File: config.mk
export PLATFORM = sky130hd
export DESIGN_NAME = mem_read_arbiter
export DESIGN_NICKNAME = d
export VERILOG_FILES = /design/src/rtl/mem_read_arbiter.sv
export SDC_FILE = /design/constraint.sdc
export NUM_CORES = 1
export LEC_CHECK = 0
export BUFFER_PORTS_ARGS = -buffer_cell sky130_fd_sc_hd__buf_4
export CAP_MARGIN = 20
export CORE_MARGIN = 2
export CORE_UTILIZATION = 51
export CTS_CLUSTER_DIAMETER = 30
export CTS_CLUSTER_SIZE = 8
export DETAILED_ROUTE_END_ITERATION = 10
export GPL_TIMING_DRIVEN = 0
export PLACE_DENSITY = 0.86
export SETUP_SLACK_MARGIN = 0.05
export SLEW_MARGIN = 0
export SYNTH_ARGS = -nofsm -noshare
export SYNTH_HDL_FRONTEND = slang
export SYNTH_SLANG_ARGS = --single-unit
export TNS_END_PERCENT = 100
File: constraint.sdc
create_clock -name CLK -period 2.2 [get_ports CLK]
set_input_delay 0.11 -clock CLK [delete_from_list [all_inputs] [get_ports CLK]]
set_output_delay 0.11 -clock CLK [all_outputs]
set_load 0.05 [all_outputs]
File: src/rtl/mem_read_arbiter.sv
`timescale 1ns/1ps
`default_nettype none
// ============================================================================
// Module   : mem_read_arbiter
// Function : Round-robin arbiter that shares one address-match memory read
//            port between two requesters. The winner's address is driven on
//            MEM_ADD, the CLR-low hit is qualified by a data match, and a
//            cooldown covers the memory's post-hit stall. Requests time out
//            when no hit arrives.
// Revision : 1.0 - initial release
// ============================================================================
module mem_read_arbiter #(
  parameter int AW       = 6,
  parameter int TIMEOUT  = 72,
  parameter int COOL_CYC = 2
) (
  input  logic          CLK,
  input  logic          RST,
  input  logic          REQ0,
  input  logic [AW-1:0] ADDR0,
  input  logic          REQ1,
  input  logic [AW-1:0] ADDR1,
  output logic          GNT0,
  output logic          GNT1,
  output logic          RVALID0,
  output logic          RVALID1,
  output logic [AW-1:0] RDATA,
  output logic          RERR,
  output logic [AW-1:0] MEM_ADD,
  input  logic          MEM_CLR,
  input  logic [AW-1:0] MEM_DATA,
  output logic          BUSY
);

  localparam int TW = $clog2(TIMEOUT) + 1;
  localparam int CW = $clog2(COOL_CYC + 1);

  localparam logic [1:0] S_IDLE = 2'd0;
  localparam logic [1:0] S_WAIT = 2'd1;
  localparam logic [1:0] S_COOL = 2'd2;

  logic [1:0]    state;
  logic [1:0]    state_nxt;
  logic [TW-1:0] timer;
  logic [CW-1:0] cool_cnt;
  logic          last;
  logic          owner;
  logic          req_any;
  logic          sel;
  logic          hit;
  logic          expire;
  logic          done;

  // Request selection and WAIT exit conditions
  always_comb begin
    req_any = REQ0 | REQ1;
    // With both requesting, the one not served last wins; otherwise the lone requester
    sel     = (REQ0 && REQ1) ? ~last : REQ1;
    // The data qualifier rejects a CLR-low pulse left over from the previous address
    hit     = (state == S_WAIT) && !MEM_CLR && (MEM_DATA == MEM_ADD);
    expire  = (state == S_WAIT) && (timer == TW'(TIMEOUT - 1));
    done    = hit | expire;
  end

  // State register
  always_ff @(posedge CLK or posedge RST) begin
    if (RST) state <= S_IDLE;
    else     state <= state_nxt;
  end

  // Next-state logic: IDLE -> WAIT -> COOL -> IDLE
  always_comb begin
    state_nxt = state;
    case (state)
      S_IDLE:  if (req_any) state_nxt = S_WAIT;
      S_WAIT:  if (done) state_nxt = S_COOL;
      S_COOL:  if (cool_cnt <= CW'(1)) state_nxt = S_IDLE;
      default: state_nxt = S_IDLE;
    endcase
  end

  // Output decode from state
  always_comb begin
    BUSY = (state != S_IDLE);
  end

  // Transaction datapath: grant, timer, response and cooldown registers
  always_ff @(posedge CLK or posedge RST) begin
    if (RST) begin
      GNT0     <= 1'b0;
      GNT1     <= 1'b0;
      RVALID0  <= 1'b0;
      RVALID1  <= 1'b0;
      RDATA    <= '0;
      RERR     <= 1'b0;
      MEM_ADD  <= '0;
      timer    <= '0;
      cool_cnt <= '0;
      last     <= 1'b1;
      owner    <= 1'b0;
    end else begin
      RVALID0 <= 1'b0;
      RVALID1 <= 1'b0;
      case (state)
        S_IDLE: begin
          if (req_any) begin
            MEM_ADD <= sel ? ADDR1 : ADDR0;
            owner   <= sel;
            GNT0    <= ~sel;
            GNT1    <= sel;
            timer   <= '0;
          end
        end
        S_WAIT: begin
          if (done) begin
            // A hit in the timeout cycle still counts as a hit
            RDATA    <= hit ? MEM_DATA : '1;
            RERR     <= ~hit;
            RVALID0  <= ~owner;
            RVALID1  <= owner;
            GNT0     <= 1'b0;
            GNT1     <= 1'b0;
            last     <= owner;
            cool_cnt <= CW'(COOL_CYC);
          end else begin
            timer <= timer + 1'b1;
          end
        end
        S_COOL: begin
          cool_cnt <= cool_cnt - 1'b1;
        end
        default: begin
        end
      endcase
    end
  end

endmodule
`default_nettype wire

### Word level (Yosys, flattened, before mapping)

Cells that the tools add are included.
Widths: inputs -> output; s select.

| cells by class | value |
|---|---|
| div/mod/pow operators | 0 |
| order comparisons | 1 |
| bitwise logic cells | 6 |
| equal/unequal tests | 8 |
| add/subtract/negate cells | 2 |
| mux-type cells | 20 |
| reduce and logical (&&, ||, !) cells | 15 |
| multipliers | 0 |
| shift-type cells | 0 |

Operator list:

| cell | count |
|---|---|
| $mux 8 | 2 |
| $pmux 8 s2 | 1 |
| $mux 6 | 2 |
| $reduce_and 3->1 | 3 |
| $add 8x1->8 const B | 1 |
| $eq 8x7->1 const B | 1 |
| $mux 1 | 8 |
| $ne 2x2->1 const B | 4 |
| $eq 6x6->1 | 1 |
| $mux 2 | 3 |
| $pmux 2 s3 | 1 |
| $reduce_and 2->1 | 3 |
| $reduce_bool 2->1 | 3 |
| $logic_and 1x1->1 | 4 |
| $not 1->1 | 4 |
| $pmux 1 s2 | 2 |
| $pmux 2 s2 | 1 |
| $eq 2x1->1 const B | 1 |
| $eq 2x2->1 const B | 1 |
| $le 2x1->1 const B | 1 |
| $logic_not 2->1 | 1 |
| $or 1x1->1 | 2 |
| $sub 2x1->2 const B | 1 |
| $logic_not 1->1 | 1 |

| storage, ports and cells | value |
|---|---|
| bits in latches | 0 |
| memory bits (read-only) | 0 |
| output and inout bits | 18 |
| bits in registers | 31 |
| memories kept | 0 |
| memory bits (writable) | 0 |
| bits of input ports | 23 |
| word-level logic and storage cells | 64 |

### Depth between registers and ports, before layout

Gate-level depths: netlist of run 1.

| depth | value |
|---|---|
| depth in word-level cells | 6 |
| mapped depth | 7 |
| gate-level depth less buffers | 6 |

### Worst setup path after synthesis of run 1

OpenSTA, ideal clock, no wires.

| timing path | value |
|---|---|
| path type | reg-to-reg |
| from | register MEM_ADD[0] |
| to | register RDATA[0] |
| data required time | 2.122 ns |
| slack | 0.278 ns |
| arrival | 1.844 ns |
| library setup time | 0.078 ns |
| buffers on the path | 2 |
| stages on the path, launching flop included | 8 |
| period minus slack after synthesis | 1.922 ns |
| path through | dfrtp_1 > xnor2_1 > nand4_1 > nor4_4 > buf_4 > buf_4 > nor3_1 > a21oi_1 |

| on the way | value |
|---|---|
| cells in the longest elaborated chain, start to end | 4 |
| elaborated cells between the ends (all ways) | 5 |
| classes of those cells | 1 x eq/ne; 1 x mux; 1 x bitwise; 2 x reduce/logical |

Ends and longest elaborated chain:

| element | line | source |
|---|---|---|
| from (decl) | 29 | `output logic [AW-1:0] MEM_ADD,` |
| from (signal assigned) | 107 | `MEM_ADD <= sel ? ADDR1 : ADDR0;` |
| $eq 6x6->1 (*) | 60 | `hit = (state == S_WAIT) && !MEM_CLR && (MEM_DATA == MEM_ADD);` |
| $logic_and 1x1->1 (*) | 60 |  |
| $or 1x1->1 | 62 | `done = hit \| expire;` |
| $reduce_and 2->1 (no source line) | -- |  |
| to (signal assigned) | 117 | `RDATA <= hit ? MEM_DATA : '1;` |
| to (decl) | 27 | `output logic [AW-1:0] RDATA,` |

Mark *: on every way between the ends. The rest lies on a longest branch, timed or not.
A chain may end at the register's enable or synchronous reset.

### Worst setup path after layout of run 1

| timing path | value |
|---|---|
| from | register timer[3] |
| to | register last |

| on the way | value |
|---|---|
| cells in the longest elaborated chain, start to end | 4 |

Ends and longest elaborated chain:

| element | line | source |
|---|---|---|
| from (decl) | 44 | `logic [TW-1:0] timer;` |
| from (signal assigned) | 126 | `timer <= timer + 1'b1;` |
| $eq 8x7->1 | 61 | `expire = (state == S_WAIT) && (timer == TW'(TIMEOUT - 1));` |
| $logic_and 1x1->1 | 61 |  |
| $or 1x1->1 | 62 |  |
| $reduce_and 2->1 (no source line) | -- |  |
| to (signal assigned) | 123 | `last <= owner;` |
| to (decl) | 46 | `logic last;` |

No other way between the ends.

==> summary.md, run 1 <==
| Metric | Value |
|---|---|
| Peak supply drop | `~0.0014 V` |
| Drt wl/cell | `15.4 um` |
| Post-CTS setup buffers | `0` |
| Total gr overflow | `0` |
| Crit start category | `flop` |
| H-tree levels | `2` |
| Final min period | `just under 2000 ps` |
| Root Buffer | `clkbuf_4` |
| Worst Path Max Fanout | `9` |
| WP buf/inv | `0` |
| Worst-Margin Slew | `892 ps` |
| Ys Warns | `0` |
| Share of the synthesized area in the top cell type | `51.0%` |
| Main area contributors after synthesis | `dfrtp_1 51%, inv_1 4.6%, a222oi_1 4.1%` |
| Drt drc | `0` |
| Final setup fails | `0` |
| I/O Buffers | `40` |
| Via-per-instance ratio | `5.60` |
| Wire length on met2 | `1730 um` |
| Sequential fraction of the synthesis area | `52.8%` |
| Post-route setup slack | `236 ps` |
| Power per cell area | `about 1400 nW/um^2` |
| Synth Cell Area | `roughly 1500 sq um` |
| Share of post-route cells with drive strength above 1 | `31.2%` |
| CTS tree | `done` |
| Synthesized net count | `around 160` |
| Die extent in y | `57.7 um` |
| RD Place Congestion | `0.784` |
| Crit Path Class | `reg2reg` |
| RSZ-0062 raised after global routing | `false` |
| Syn Inst Count | `between 100 and 150` |
| Antenna cell count | `0` |
| Cell taking the most area after synthesis | `dfrtp_1` |
| CP Cell Sequence | `or4b_1, or3_4, nor2_8, nor2_4, mux2_4` |
| ANT nets after route | `0` |
| Status | `complete, no violations` |
| Met3 wire len | `~210 um` |
| Synth cell types | `38` |
| Layout Nets | `213` |
| Initial Util | `53.4%` |
| P&R area growth vs syn | `31.0%` |
| WL final | `3390 um` |
| Type of the most critical hold path | `in2reg` |
| Synthesized area per cell | `10.7 sq um` |
| Gr usage total | `between 20 and 25%` |
| Register area | `777 sq um` |
| Post-Route M1 WL | `1430 um` |
| Largest net degree at the start of global routing | `25` |
| IO Pins | `41` |
| Tcrit/Tclk final | `a little under 90%` |
| Final Hold Viols | `0` |
| FP Rows | `19` |
| Critical path arrival | `2220 ps` |
| First-pass GRT wire length | `5530 um` |
| Worst path slowest cell | `or4b_1` |
| CTS sink count | `31` |
| Initial antenna violation count | `0` |
| Overall power | `about 2.7 mW` |
| Post-CTS sizing | `0` |
| Core box area | `2760 sq um` |
| Number of global-route vias before repair | `1234` |
| Multi-input gate area | `608 sq um` |
| Setup TNS | `0 ps` |
| Slew margin rel. | `40.2%` |
| Worst-Skew Late Latency | `roughly 310 ps` |
| CP top delay family | `simple AND/OR/NAND/NOR gates` |
| TritonCTS Buffers | `5` |
| Pre-CTS setup slack | `225 ps` |
| Max clock buf depth | `2` |
| Slew Limit Fails | `0` |
| Clock transition at path regs | `100 ps` |
| DR top layer | `met4` |
| Fillers | `202` |
| Hold_ws | `5.49 ps` |
| Util after Layout | `69.9%` |
| CP required | `between 2000 and 2500 ps` |
| First-pass iteration count of the detailed router | `8` |
| Max Clk Rate | `509 MHz` |
| Final Skew | `9.56 ps` |
| Initial DRC count | `116` |
| CP Capture Type | `flop` |
| Maxcap violations | `0` |
| Die Width | `57.7 um` |
| Synthesized flop and latch total | `31` |
| Crit path largest cell delay | `~520 ps` |
| Via count | `1233` |
| Leak | `0.970 nW` |
| DP HPWL | `about 2600 um` |
| DIE AREA | `between 3000 and 4000 sq um` |
metrics by stage:
| step | cells | instance area [sq um] |
|---|---|---|
| 2_1_floorplan | 138 | 1470 |
| 6_report | 220 | 1930 |
| 5_1_grt | 220 | 1930 |
| 3_5_place_dp | 210 | 1840 |
| 4_1_cts | 220 | 1930 |
| 3_3_place_gp | 209 | 1810 |
sequential cells by signal, indices dropped and copies added (netlist names):
| signal | flops |
|---|---|
| RVALID0 | 1 |
| GNT1 | 1 |
| GNT0 | 1 |
| RVALID1 | 1 |
| MEM_ADD | 6 |
| RERR | 1 |
| last | 1 |
| state | 2 |
| RDATA | 6 |
| timer | 8 |
| owner | 1 |
| cool_cnt | 2 |
worst paths after layout:
check	end	from	slack (ps)	depth (start not counted)
max	last$_DFFE_PP1P_	timer[3]$_DFFE_PP0P_	240	5
min	MEM_ADD[1]$_DFFE_PP0P_	ADDR0[1]	5	3
max reg2reg	last$_DFFE_PP1P_	timer[3]$_DFFE_PP0P_	240	5
min reg2reg	timer[7]$_DFFE_PP0P_	timer[7]$_DFFE_PP0P_	490	1
max in group asynchronous	last$_DFFE_PP1P_	RST	1370	4
min in group asynchronous	timer[5]$_DFFE_PP0P_	RST	310	3
power by group:
| part | internal (mW) | switching (mW) | total (mW) |
|---|---|---|---|
| combinational | 0.494 | 0.869 | 1.36 |
| sequential | 0.798 | 0.205 | 1.00 |
| clock | 0.188 | 0.183 | 0.371 |
cells by family after synthesis:
group	after synthesis	share of synthesized area, %
compound gates	25	12.3
xor+xnor	6	3.57
fa+ha+maj	2	1.70
buf+inv	21	5.87
flops	31	52.8
mux	7	5.10
simple gates	46	18.6
worst register-to-register path, delay by kind of cell (launching register included):
family	cells	cell delay, ps
flops	1	430
mux	1	310
simple gates	4	1160
layout make-up:
class                           count  share of cell area, %
Buffer                              3                  0.974
Sequential cell                    31                   40.3
Multi-Input combinational cell     86                   31.6
Clock buffer                        8                   3.57
Tap cell                           31                   2.01
Timing Repair Buffer               43                   18.1
Inverter                           18                   3.51
layout by cell type (no fill, tap or decap), types with 2 or more instances in the layout:
cell type / n
clkbuf_4: 5
buf_4: 42
a31o_2: 2
nor3_1: 9
inv_1: 18
o21ai_0: 3
or3_1: 2
nand3_1: 3
nor2_1: 7
clkbuf_1: 2
mux2i_1: 6
xnor2_1: 6
clkbuf_8: 2
dfrtp_1: 30
nand4_1: 2
ha_1: 2
nand2_1: 12
a21oi_1: 6
a222oi_1: 6
dlygate4sd3_1: 2
routing by layer:
metal / vias up / track usage [%]
li1: 589 / -
met1: 594 / 27.9
met2: 48 / 35.7
met3: 2 / 7.14
met4: 0 / 5.32
met5: - / 0
repair_timing:
| item | CTS | global route |
|---|---|---|
| hold buffers | 2 | 0 |
| endpoints found under the hold margin | 8 | 0 |
| setup endpoints to repair | 0 | 0 |
cells in the mapped netlist, drive strengths merged:
cell,count
nand3,3
or4b,2
a31oi,1
a31o,2
o21ai,4
inv,18
nor4,2
buf,2
dfstp,1
nor3,9
xnor2,6
or2b,1
a211oi,1
and2b,1
o41ai,1
dfrtp,30
nor2,9
nand2,12
nand2b,1
o311ai,1
nor2b,1
mux2,1
o31ai,1
a222oi,6
clkbuf,1
ha,2
a21o,1
a21oi,6
or3,3
nand4,2
mux2i,6
o211ai,1
Power figures use the tool's default switching activity.
==> run 2: changes to the inputs <==
--- a/config.mk
+++ b/config.mk
@@ -14,7 +14,7 @@
 export DETAILED_ROUTE_END_ITERATION = 10
 export GPL_TIMING_DRIVEN = 0
 export PLACE_DENSITY = 0.86
-export SETUP_SLACK_MARGIN = 0.05
+export SETUP_SLACK_MARGIN = 0.5
 export SLEW_MARGIN = 0
 export SYNTH_ARGS = -nofsm -noshare
 export SYNTH_HDL_FRONTEND = slang
==> summary.md, run 2 (same netlist as run 1, synthesis figures left out) <==
| Metric | Value |
|---|---|
| Power per cell area | `1380 nW/um^2` |
| Final Skew | `around 12 ps` |
| Via-per-instance ratio | `5.65` |
| RD Place Congestion | `a little under 0.8` |
| Worst-Skew Late Latency | `around 330 ps` |
| WP buf/inv | `0` |
| H-tree levels | `2` |
| Slew margin rel. | `60.1%` |
| P&R area growth vs syn | `48.5%` |
| Most frequent cells in the layout | `51 x buf_4, 26 x dfrtp_1, 18 x inv_1` |
| CP required | `2460 ps` |
| Slew Limit Fails | `0` |
| Finished Cell Area | `2180 sq um` |
| Hold endpoint | `MEM_ADD[0]$_DFFE_PP0P_` |
| CP Capture Type | `flop` |
| Worst path slowest cell | `or4b_1` |
| Post-route setup slack | `about 310 ps` |
| Layout Nets | `228` |
| Die extent in y | `57.7 um` |
| R2R Path Start | `timer[4]$_DFFE_PP0P_` |
| RSZ-0062 raised after global routing | `true` |
| Sw Pwr | `1.38 mW` |
| CP top delay family | `simple AND/OR/NAND/NOR gates` |
| Gr usage total | `around a quarter` |
| Logic pwr share | `53.4%` |
| Via count | `1327` |
| Leak | `1.07 nW` |
| Drt wl/cell | `18.8 um` |
| R2R cell count | `5` |
| Total gr overflow | `0` |
| TritonCTS Buffers | `5` |
| CP Cell Sequence | `or4b_1, or3_4, nor2_8, nor2_4, mux2_4` |
| Crit start category | `flop` |
| Reg2Reg Setup Slack | `310 ps` |
| Max clock buf depth | `2` |
| Worst-Margin Slew | `about 600 ps` |
| Hold Startpoint | `ADDR0[0]` |
| Status | `complete, no violations` |
| DIE AREA | `about 3300 sq um` |
| Largest registers | `timer: 8 flops, MEM_ADD: 6 flops, RDATA: 6 flops` |
| First-pass iteration count of the detailed router | `6` |
| Maxcap violations | `0` |
| Switching power share of the total | `approximately 46%` |
| DP Area | `1870 sq um` |
| Pre-CTS setup slack | `234 ps` |
| Largest net degree at the start of global routing | `25` |
| Root Buffer | `clkbuf_4` |
| Initial antenna violation count | `0` |
| Setup TNS | `0 ps` |
| FP Rows | `19` |
| I/O Buffers | `40` |
| Type of the most critical hold path | `in2reg` |
| Reg2reg end | `last$_DFFE_PP1P_` |
| IO Pins | `41` |
| Max Clk Rate | `528 MHz` |
| WHS Path Cells | `3` |
| CTS tree | `done` |
| Final setup fails | `0` |
| Number of global-route vias before repair | `1347` |
| Reg power frac | `34.0%` |
| Drt drc | `0` |
| WL final | `4410 um` |
| CTS sink count | `31` |
| Worst Path Max Fanout | `7` |
| ANT nets after route | `0` |
| Final Hold Viols | `0` |
| Critical path arrival | `approximately 2200 ps` |
| Tcrit/Tclk final | `a little under nine tenths` |
| Commonest non-fill, non-tap cell in the layout | `buf_4` |
| Peak supply drop | `around 0.0014 V` |
| Crit Path Class | `reg2reg` |
| Share of post-route cells with drive strength above 1 | `between 40% and 50%` |
| Internal | `between 1.5 and 2 mW` |
| Initial Util | `53.4%` |
| Max reg flops | `8` |
| Largest reg by FF count | `timer` |
| Clk pwr share | `12.6%` |
| Clock transition at path regs | `around 90 ps` |
| Core box area | `2760 sq um` |
| Crit path largest cell delay | `520 ps` |
| DP HPWL | `2680 um` |
| Initial DRC count | `113` |
| Die Width | `slightly below 60 um` |
| Final min period | `1890 ps` |
| First-pass GRT wire length | `approximately 6400 um` |
| Antenna cell count | `0` |
[run 2: tightest hold or removal path: stages]
cell      delay [ps]
buf_4             80
a222oi_1          50
inv_1             70
[run 2: worst max path at each step]
stage	cells past startpoint	startpoint	end
floorplan	5	timer[3]$_DFFE_PP0P_	last$_DFFE_PP1P_
global placement	5	timer[3]$_DFFE_PP0P_	last$_DFFE_PP1P_
detailed placement	5	timer[3]$_DFFE_PP0P_	last$_DFFE_PP1P_
CTS	5	timer[3]$_DFFE_PP0P_	last$_DFFE_PP1P_
global route	6	timer[4]$_DFFE_PP0P_	cool_cnt[0]$_DFFE_PP0P_
finish	5	timer[4]$_DFFE_PP0P_	last$_DFFE_PP1P_
[run 2: final cells by class]
class	instances	area, sq um
Sequential cell	31	782
Multi-Input combinational cell	86	719
Fill cell	161	573
Timing Repair Buffer	58	482
Clock buffer	8	68.8
Inverter	18	67.6
Tap cell	31	38.8
Buffer	3	26.3
[run 2: layer usage]
layer	track usage, %	wire length [um]
met1	31.0	1710
met2	45.3	2430
met3	8.04	182
met4	9.30	87
met5	0	0
[run 2: power by group through the flow]
stage	clock network, mW	registers [mW]	logic [mW]
after floorplan	0	1.44	0.533
after global placement	0	0.991	1.34
after detailed placement	0	1.01	1.40
after CTS	0.383	1.01	1.50
after global routing	0.416	1.04	1.70
final	0.380	1.02	1.61
[run 2: what timing repair did]
item | 4_1_cts | 5_1_grt
pin swaps | 10 | 4
hold endpoints to repair | 10 | 0
endpoints found under the setup margin | 29 | 24
hold buffers | 4 | 0
gates resized for setup | 13 | 7
buffers inserted | 4 | 9
[run 2: per-stage QoR]
stage	util (%)	hold slack [ps]	instances	total power [mW]
after floorplan	-	212	138	1.98
after global placement	66.7	326	209	2.33
after detailed placement	67.6	118	210	2.41
after CTS	75.4	5.18	226	2.89
after global routing	79.2	-0.115	235	3.16
final	79.2	14.0	235	3.01
